File: src/rtl/frame_loader_ctrl_if.sv
// Stream bundle carrying frame words into frame_loader_ctrl.
// Handshake: a word moves on a rising edge where s_valid and s_ready are both high; the master holds s_data while s_valid waits.
interface frame_loader_ctrl_if #(
  parameter int W = 32
) ();
  logic [W-1:0] s_data;
  logic         s_valid;
  logic         s_ready;

  modport master (output s_data, output s_valid, input s_ready);
  modport slave  (input s_data, input s_valid, output s_ready);
endinterface

File: src/rtl/frame_loader_ctrl.sv
// Frame loader: takes frame words from a valid/ready stream and pulses one FrameStrobe bit per word.
// Define FRAME_LOADER_CHECKSUM_EN to require a trailing checksum word (32-bit running sum) after the last frame.
module frame_loader_ctrl #(
  parameter int MaxFramesPerCol = 20,
  parameter int FrameBitsPerRow = 32,
  parameter int STROBE_CYCLES   = 2
) (
  input  logic                       CLK,
  input  logic                       resetn,
  input  logic                       start,
  input  logic [4:0]                 start_frame,
  input  logic [4:0]                 frame_count,
  input  logic                       abort,
  frame_loader_ctrl_if.slave         stream,
  output logic [FrameBitsPerRow-1:0] FrameData,
  output logic [MaxFramesPerCol-1:0] FrameStrobe,
  output logic                       busy,
  output logic                       done,
  output logic                       error,
  output logic [2:0]                 dbg_state
);

  typedef enum logic [2:0] {
    IDLE   = 3'd0,
    FETCH  = 3'd1,
    SETUP  = 3'd2,
    STROBE = 3'd3,
    HOLD   = 3'd4,
`ifdef FRAME_LOADER_CHECKSUM_EN
    CHECK  = 3'd5,
`endif
    DONE   = 3'd6
  } state_t;

  localparam logic [6:0] MaxFrames  = 7'(MaxFramesPerCol);
  localparam logic [3:0] StrobeLast = 4'(STROBE_CYCLES - 1);

  state_t                       state_q, state_d;
  logic [4:0]                   idx_q, idx_d;
  logic [4:0]                   rem_q, rem_d;
  logic [3:0]                   cnt_q, cnt_d;
  logic [FrameBitsPerRow-1:0]   data_q, data_d;
  logic [MaxFramesPerCol-1:0]   strobe_q, strobe_d;
  logic                         error_q, error_d;
`ifdef FRAME_LOADER_CHECKSUM_EN
  logic [31:0]                  sum_q, sum_d;
`endif

  logic [5:0] end_frame;
  logic       range_bad;
  logic       ready;
  logic       accept;

  // 6-bit sum so start_frame+frame_count can never wrap below the limit
  assign end_frame = {1'b0, start_frame} + {1'b0, frame_count};
  assign range_bad = {1'b0, end_frame} > MaxFrames;

`ifdef FRAME_LOADER_CHECKSUM_EN
  assign ready = ((state_q == FETCH) || (state_q == CHECK)) && !abort;
`else
  assign ready = (state_q == FETCH) && !abort;
`endif
  assign accept         = ready && stream.s_valid;
  assign stream.s_ready = ready;

  always_comb begin
    state_d  = state_q;
    idx_d    = idx_q;
    rem_d    = rem_q;
    cnt_d    = cnt_q;
    data_d   = data_q;
    error_d  = error_q;
    strobe_d = '0;
`ifdef FRAME_LOADER_CHECKSUM_EN
    sum_d    = sum_q;
`endif

    case (state_q)
      IDLE: begin
        if (start) begin
          idx_d   = start_frame;
          rem_d   = frame_count;
          error_d = 1'b0;
`ifdef FRAME_LOADER_CHECKSUM_EN
          sum_d   = '0;
`endif
          if (frame_count == 5'd0) begin
            state_d = DONE;
          end else if (range_bad) begin
            error_d = 1'b1;
            state_d = DONE;
          end else begin
            state_d = FETCH;
          end
        end
      end
      FETCH: begin
        if (accept) begin
          data_d  = stream.s_data;
`ifdef FRAME_LOADER_CHECKSUM_EN
          sum_d   = sum_q + 32'(stream.s_data);
`endif
          state_d = SETUP;
        end
      end
      SETUP: begin
        cnt_d   = '0;
        state_d = STROBE;
      end
      STROBE: begin
        if (cnt_q == StrobeLast) state_d = HOLD;
        else                     cnt_d   = cnt_q + 4'd1;
      end
      HOLD: begin
        idx_d = idx_q + 5'd1;
        rem_d = rem_q - 5'd1;
        if (rem_q == 5'd1) begin
`ifdef FRAME_LOADER_CHECKSUM_EN
          state_d = CHECK;
`else
          state_d = DONE;
`endif
        end else begin
          state_d = FETCH;
        end
      end
`ifdef FRAME_LOADER_CHECKSUM_EN
      CHECK: begin
        if (accept) begin
          if (32'(stream.s_data) != sum_q) error_d = 1'b1;
          state_d = DONE;
        end
      end
`endif
      DONE:    state_d = IDLE;
      default: state_d = IDLE;
    endcase

    // Abort wins over everything; DONE still falls through to IDLE so done stays a single pulse.
    if (abort && (state_q != IDLE)) begin
      error_d = 1'b1;
      if (state_q != DONE) state_d = DONE;
    end

    // Strobe is registered from the next state so the latch enables come straight off flops.
    if (state_d == STROBE) begin
      for (int i = 0; i < MaxFramesPerCol; i++) strobe_d[i] = (idx_d == 5'(i));
    end
  end

  always_ff @(posedge CLK) begin
    if (!resetn) begin
      state_q  <= IDLE;
      idx_q    <= '0;
      rem_q    <= '0;
      cnt_q    <= '0;
      data_q   <= '0;
      strobe_q <= '0;
      error_q  <= 1'b0;
`ifdef FRAME_LOADER_CHECKSUM_EN
      sum_q    <= '0;
`endif
    end else begin
      state_q  <= state_d;
      idx_q    <= idx_d;
      rem_q    <= rem_d;
      cnt_q    <= cnt_d;
      data_q   <= data_d;
      strobe_q <= strobe_d;
      error_q  <= error_d;
`ifdef FRAME_LOADER_CHECKSUM_EN
      sum_q    <= sum_d;
`endif
    end
  end

  assign FrameData   = data_q;
  assign FrameStrobe = strobe_q;
  assign busy        = (state_q != IDLE);
  assign done        = (state_q == DONE);
  assign error       = error_q;
  assign dbg_state   = state_q;

endmodule

File: src/flat_wrapper.sv
// flat-port wrapper written by rule: the top's interface ports become plain ports
module frame_loader_ctrl_flat 
#(
  parameter int MaxFramesPerCol = 20,
  parameter int FrameBitsPerRow = 32,
  parameter int STROBE_CYCLES   = 2
)
  (CLK, resetn, start, start_frame, frame_count, abort, FrameData, FrameStrobe, busy, done, error, dbg_state, stream_s_data, stream_s_valid, stream_s_ready);
  frame_loader_ctrl_if #(.W((32))) stream_i ();
  input  logic CLK;
  input  logic resetn;
  input  logic start;
  input  logic [4:0] start_frame;
  input  logic [4:0] frame_count;
  input  logic abort;
  output logic [FrameBitsPerRow-1:0] FrameData;
  output logic [MaxFramesPerCol-1:0] FrameStrobe;
  output logic busy;
  output logic done;
  output logic error;
  output logic [2:0] dbg_state;
  input wire logic [$bits(stream_i.s_data)-1:0] stream_s_data;
  input wire logic [$bits(stream_i.s_valid)-1:0] stream_s_valid;
  output wire logic [$bits(stream_i.s_ready)-1:0] stream_s_ready;
  assign stream_i.s_data = stream_s_data;
  assign stream_i.s_valid = stream_s_valid;
  assign stream_s_ready = stream_i.s_ready;
  frame_loader_ctrl #(.MaxFramesPerCol(MaxFramesPerCol), .FrameBitsPerRow(FrameBitsPerRow), .STROBE_CYCLES(STROBE_CYCLES)) u_core (.CLK(CLK), .resetn(resetn), .start(start), .start_frame(start_frame), .frame_count(frame_count), .abort(abort), .stream(stream_i), .FrameData(FrameData), .FrameStrobe(FrameStrobe), .busy(busy), .done(done), .error(error), .dbg_state(dbg_state));
endmodule
File: config.mk
export PLATFORM = sky130hd
export DESIGN_NAME = frame_loader_ctrl_flat
export DESIGN_NICKNAME = d
export VERILOG_FILES = /design/src/rtl/frame_loader_ctrl_if.sv /design/src/rtl/frame_loader_ctrl.sv /design/src/flat_wrapper.sv
export SDC_FILE = /design/constraint.sdc
export NUM_CORES = 1
export LEC_CHECK = 0
export CORE_ASPECT_RATIO = 0.9
export CORE_MARGIN = 4
export CORE_UTILIZATION = 45
export CTS_CLUSTER_SIZE = 24
export DETAILED_ROUTE_END_ITERATION = 8
export PLACE_DENSITY_LB_ADDON = 0.3
export SLEW_MARGIN = 20
export SYNTH_ARGS = -nofsm -noshare
export SYNTH_HDL_FRONTEND = slang
export SYNTH_SLANG_ARGS = --single-unit
File: constraint.sdc
create_clock -name CLK -period 3.45 [get_ports CLK]
set_input_delay 0.69 -clock CLK [delete_from_list [all_inputs] [get_ports CLK]]
set_output_delay 0.69 -clock CLK [all_outputs]
set_load 0.05 [all_outputs]
==> metrics.md, run 1 <==
| Metric | Value |
|---|---|
| Drt drc | 0 |
| Multi-input gate area in the final layout | ~1600 um2 |
| Most frequent cells in the layout | 104 x clkdlybuf4s50_1, 89 x nand2_1, 70 x dfxtp_1 |
| Die Area | 8366 um2 |
| Setup bufs post-CTS | 0 |
| Yosys top cell by area | dfxtp_1 |
| CP max stage cell | clkdlybuf4s50_1 |
| Clock Skews | 0.006760 ns |
| Cell Int Power | roughly 1.9 mW |
| Global-route wire length before repair | between 10000 and 15000 um |
| I/O Buffers | about 110 |
| Vias in the first global route | between 2000 and 3000 |
| Leading cell type in the layout, fill and taps excluded | clkdlybuf4s50_1 |
| H-tree Lvls | 3 |
| Via density | ~5.3 |
| Worst-case vdd ir drop | 0.5851 mV |
| Max frequency | between 300 and 400 MHz |
| Remaining Overflow, GRT | 0 |
| Largest net degree at the start of global routing | 42 |
| Fin nets | about 540 |
| Leakage power | between 1.5 and 2 nW |
| Clk sinks | 70 |
| I/O pin total | 106 |
| Hold Startpoint | u_core.FrameData[7] |
| Worst path max stage delay | about 0.46 ns |
| Synthesized area | about 3100 um2 |
| Final instance area | roughly 4500 um2 |
| Max Root-Sink Buffers | 2 |
| Worst Setup End Kind | flip-flop |
| FF+latch area | ~1400 um2 |
| Iter 0 DRT Violations | approximately 160 |
| Wire per inst | roughly 15 um |
| Worst path arrival time | 3.22 ns |
| Cells on worst reg2reg path | 5 |
| Final Max Slew Viols | 0 |
| NetSw | ~1.4 mW |
| Tmin final | between 2 and 3 ns |
| Syn_area_per_cell | about 8.1 um2 |
| Switching share of power | between 40 and 50% |
| Clock transition at path regs | ~0.07 ns |
| DIE HEIGHT | approximately 87 um |
| Synth top area share | between 40% and 50% |
| Sequential fraction of the synthesis area | roughly 45% |
| Clk Latency, worst-skew pair | about 0.34 ns |
| Worst Hold Class | flip-flop to flip-flop |
| Power per cell area | 737.6 nW/um2 |
| Post-CTS Hold Buffers | 0 |
| Fin util | between 60% and 70% |
| Post-synth EDFFs | 0 |
| All-Layer GR Usage | 20.86% |
| Cts bufs inserted | 9 |
| Layout cell share with drive strength beyond 1 | roughly 7.6% |
| Max-cap violations | 0 |
| Worst Hold Slack | about 0.45 ns |
| Worst-path fanout max | 21 |
| Routed via count | 3062 |
| WS Path Type | primary input to flip-flop |
| Slew HR | between 30% and 40% |
| Worst hold stages | 2 |
| Clock network power share | around 22% |
| Antenna violations before repair | 0 |
| Count of different cell masters after synthesis | 52 |
| Dpl cell area | ~4200 um2 |
| Worst Setup SP | frame_count[0] |
| TritonCTS clock tree | built |
| Comb power frac | a little under half |
| Drt pass-1 iters | 4 |
| Worst setup SP type | primary input |
| Net count after synthesis | about 440 |
| Post-Route WL | about 8500 um |
| Setup violations, final | 0 |
| Worst slew pin tran | around 0.93 ns |
| Site Rows | 28 |
| Post-route ant nets | 0 |
| Chip Width | between 90 and 100 um |
| FF+latch count, synth | 70 |
| Starting Density | between 40% and 50% |
| ANT cells | 0 |
| RSZ-0062 raised after global routing | no |
| Worst-path cell chain | clkdlybuf4s50_1 > ha_1 > fa_1 > and3_1 > or3_1 > o211ai_1 > a41oi_1 > buf_4 > nor4_1 |
| Synth warn | 0 |
| # resized after CTS | 0 |
| Post-Synthesis Cells | between 300 and 400 |
| Setup TNS | 0 ns |
| Reg power frac | 30.5% |
| Post-synth top flop | dfxtp_1 |
| CTS Root Cell | clkbuf_8 |
| Synthesis-to-finish area growth | 42.51% |
| DP Wirelength | slightly above 6000 um |
| Critical Path RT | roughly 3.7 ns |
| R2r startpoint | u_core.dbg_state[1] |
| Outcome | complete, no violations |
| Most area-consuming cells after synthesis | dfxtp_1 45%, nand2_1 11%, a21oi_1 8.1% |
| Fillers | ~570 |
| Post-synth ARST share | 0% |
| Core area | around 6700 um2 |
| Routability congestion estimate | 0.8245 |
| Final hold violation count | 0 |
| Period utilization | around 87% |
## area by class of cell
| cell class | instances | share of cell area (%) |
|---|---|---|
| flip-flops and latches | 70 | 31.37 |
| well taps | 90 | 2.521 |
| clock buffers | 10 | 2.857 |
| clock inverters | 6 | 2.101 |
| repair buffers | 112 | 24.93 |
| multi-input cells | 278 | 35.04 |
| inverters | 14 | 1.176 |
## logic make-up after synthesis
family | after synthesis | share of synthesized area (%)
simple gates | 172 | 26.27
compound gates | 91 | 17.76
flops | 70 | 44.71
buf+inv | 38 | 5.349
fa+ha+maj | 11 | 4.631
mux | 3 | 0.9980
xor+xnor | 1 | 0.2795
## synthesized netlist by cell type (all sizes together) (3+ instances only)
cell type and n:
o221ai 5, nand2b 3, ha 10, nor4 21
nand2 89, nor3 5, a21oi 52, dfxtp 70
nor2b 5, nand3 7, inv 13, and2 3
clkbuf 14, and3 5, buf 10, o21ai 15
a21o 3, nor2 25
## flip-flops by register name, summed over array words and instances, names as in the netlist
| signal | flops |
|---|---|
| u_core.cnt_q | 4 |
| u_core.error | 1 |
| u_core.dbg_state | 3 |
| u_core.idx_q | 5 |
| u_core.FrameStrobe | 20 |
| u_core.rem_q | 5 |
| u_core.FrameData | 32 |
## worst max-delay path: cells and delay by family
family | cells | cell delay [ns]
AND/OR/NAND/NOR | 3 | 0.84
buffers and inverters | 2 | 0.71
AO/OA/AOI/OAI | 2 | 0.33
adder cells (fa/ha/maj) | 2 | 0.66
## through the flow
step	total power, mW	worst slack (ns)	instances
floorplan	2.142	0.7131	386
global placement	2.532	0.1699	564
detailed placement	2.564	0.1023	564
CTS	3.295	0.4748	580
global route	3.506	0.3312	580
finish	3.295	0.4636	580
## worst paths after layout
kind / endpoint / slack [ns]
worst max-delay path: u_core.FrameStrobe[6] / 0.46
worst min register to register: u_core.FrameData[7] / 0.45
worst min-delay path: u_core.FrameData[7] / 0.45
worst max register to register: u_core.FrameStrobe[6] / 0.91
## routing by layer
metal,track usage [%],vias up,routed length [um]
li1,-,1550,-
met1,26.08,1407,3713
met2,35.61,97,4112
met3,5.877,8,567
met4,4.780,0,68
met5,0,-,0
## power groups by stage
stage,sequential (mW),combinational (mW),clock [mW]
6_report,1.01,1.56,0.726
2_1_floorplan,1.18,0.963,0
5_1_grt,1.02,1.71,0.779
4_1_cts,1.00,1.55,0.739
3_5_place_dp,1.02,1.54,0
3_3_place_gp,1.02,1.51,0
No activity file was read; power rests on OpenSTA's default activity.
==> run 2, diff against run 1 <==
Clock period 3.45 ns to 3.4 ns, I/O delays scaled along.
==> run 2 against run 1 <==
Utilization decreased by 0.13 points. Combinational power increased by 3%. Clock-buffer cell count unchanged. Cell count increased by 0.34%. Power decreased by 0.75%. Routed wire length decreased by 0.58%. Sequential share of layout area increased by 0.062 points. Clock skew decreased by 0.0023 ns. Largest cell class unchanged. Largest power group unchanged. Highest routed layer unchanged.
==> metrics.md, run 2 (same netlist as run 1, synthesis figures left out) <==
| Metric | Value |
|---|---|
| Outcome | complete, no violations |
| Worst-case vdd ir drop | 0.6154 mV (+5.2%) |
| Worst path max stage delay | 0.47 ns (about the same) |
| Fin cells | 582 (+0.34%) |
| Worst Hold Class | flip-flop to flip-flop |
| Cell Int Power | 1.824 mW (-1.9%) |
| TritonCTS clock tree | built |
| Dpl cell area | 4260 um2 (+0.35%) |
| Starting Density | 47.09% (unchanged) |
| Fin nets | 545 (+0.37%) |
| Drt drc | 0 (unchanged) |
| RSZ-0062 raised after global routing | no |
| Critical Path RT | 3.63 ns (-0.05 ns) |
| Antenna violations before repair | 0 (unchanged) |
| Worst slew pin tran | 0.6046 ns (-0.3288 ns) |
| All-Layer GR Usage | 20.80% (-0.062 points) |
| Final WS setup | 0.3867 ns (-0.07686 ns) |
| WS Path Type | primary input to flip-flop |
| Remaining Overflow, GRT | 0 (unchanged) |
| Via density | 5.263 (-0.31%) |
| ANT cells | 0 (unchanged) |
| Cts bufs inserted | 9 (unchanged) |
| Routability congestion estimate | 0.8185 (-0.73%) |
| Clock network power share | 20.2% (-1.8 points) |
| # resized after CTS | 0 (unchanged) |
| Die Area | 8366 um2 (unchanged) |
| CTS Root Cell | clkbuf_8 |
| Period utilization | roughly 90% |
| Worst setup SP type | primary input |
| Core area | 6656 um2 (unchanged) |
| Chip Width | 95.97 um (unchanged) |
| Reg power frac | 31.0% (+0.5 points) |
| I/O pin total | 106 (unchanged) |
| Inst Count DP | 566 (+0.35%) |
| Routed via count | 3063 (+0.033%) |
| NetSw | 1.446 mW (+0.74%) |
| Met2 usage | 34.97% (-0.63 points) |
| Synthesis-to-finish area growth | 42.24% |
| Clk Latency, worst-skew pair | 0.34 ns (about the same) |
| Layout cell share with drive strength beyond 1 | 7.927% (+0.38 points) |
| Final Max Slew Viols | 0 (unchanged) |
| Final instance area | 4458 um2 (-0.20%) |
| Drt pass-1 iters | 4 (unchanged) |
| Worst Setup End Kind | flip-flop |
| Site Rows | 28 (unchanged) |
| Switching share of power | 44.23% (+0.65 points) |
| Pre-CTS WS | 0.04552 ns (-0.05680 ns) |
| Slew HR | 59.15% (+21 points) |
| Worst Hold Slack | 0.4557 ns (+0.001554 ns) |
| Iter 0 DRT Violations | 136 (-17%) |
| Most frequent cells in the layout | 104 x clkdlybuf4s50_1, 89 x nand2_1, 70 x dfxtp_1 |
| Setup violations, final | 0 (unchanged) |
| Max Root-Sink Buffers | 2 (unchanged) |
| Post-Route WL | 8412 um (-0.58%) |
| DIE HEIGHT | 87.18 um (unchanged) |
| Max reg flops | 32 (unchanged) |
| Worst-path fanout max | 21 (unchanged) |
| Final hold violation count | 0 (unchanged) |
| Setup TNS | 0 ns (unchanged) |
| Post-CTS Hold Buffers | 0 (unchanged) |
| Leading cell type in the layout, fill and taps excluded | clkdlybuf4s50_1 |
| Clock Skews | 0.004415 ns (-0.002345 ns) |
| I/O Buffers | 105 (unchanged) |
| Max frequency | 331.9 MHz |
| Gr busiest metal | met2 |
| Post-route ant nets | 0 (unchanged) |
| CP max stage cell | clkdlybuf4s50_1 |
| GR Util met3 | 4.927% (-0.95 points) |
| Power per cell area | 733.5 nW/um2 (-0.56%) |
| Clock transition at path regs | 0.08 ns (about the same) |
| DP Wirelength | 6150 um (-0.50%) |
| Comb power frac | 48.8% (+1.4 points) |
| Largest net degree at the start of global routing | 42 (unchanged) |
| Global-route wire length before repair | 13540 um (-1.2%) |
| Wire per inst | 14.45 um (-0.92%) |
| H-tree Lvls | 3 (unchanged) |
| Clk sinks | 70 (unchanged) |
| Vias in the first global route | 2928 (+0.41%) |
| Met1 GRT Util | 25.51% (-0.57 points) |
| Max-cap violations | 0 (unchanged) |
| Worst path arrival time | 3.25 ns (+0.03 ns) |
| Tmin final | approximately 3.0 ns |
| Setup bufs post-CTS | 0 (unchanged) |
| Worst-path cell chain | clkdlybuf4s50_1 > ha_1 > fa_1 > and3_1 > or3_1 > o211ai_1 > a41oi_1 > buf_4 > nor4_1 |
| Leakage power | 1.601 nW (-0.53%) |
run 2: per-stage QoR:
stage	util (%)	power [mW]
after global placement	64.00	2.583
final	66.97	3.270
after CTS	66.97	3.274
after floorplan	-	2.173
after detailed placement	64.00	2.611
after global routing	66.97	3.484
run 2: cell type report:
class / instances / area, um2
clock buffer: 10 / 127.6
clock inverter: 6 / 70.07
fill: 543 / 2198
inverter: 14 / 52.55
multi-input combinational: 278 / 1565
sequential: 70 / 1401
tap: 90 / 112.6
timing repair buffer: 114 / 1129
run 2: critical path: cells and delay by family:
kind	cells	cell delay, ns
buf+inv	2	0.71
simple gates	3	0.86
compound gates	2	0.34
fa+ha+maj	2	0.66
run 2: routing by layer:
| metal | share of wire (%) | up-vias |
|---|---|---|
| met1 | 43 | 1401 |
| met5 | 0 | - |
| li1 | - | 1551 |
| met3 | 6.1 | 14 |
| met4 | 1.9 | 0 |
| met2 | 49 | 97 |
run 2: path summary, 6_finish.rpt:
path,from,cells past startpoint,end,slack [ns]
setup / recovery,frame_count[0],9,u_core.FrameStrobe[14],0.39
hold / removal,u_core.FrameData[0],2,u_core.FrameData[0],0.46
setup reg to reg,u_core.dbg_state[1],6,u_core.FrameStrobe[1],1.15
hold reg to reg,u_core.FrameData[0],2,u_core.FrameData[0],0.46
run 2: power by group through the flow:
stage / clock network, mW / registers (mW) / logic, mW
after detailed placement: 0 / 1.03 / 1.58
final: 0.659 / 1.01 / 1.60
after global placement: 0 / 1.03 / 1.56
after floorplan: 0 / 1.20 / 0.977
after CTS: 0.673 / 1.01 / 1.59
after global routing: 0.708 / 1.03 / 1.75
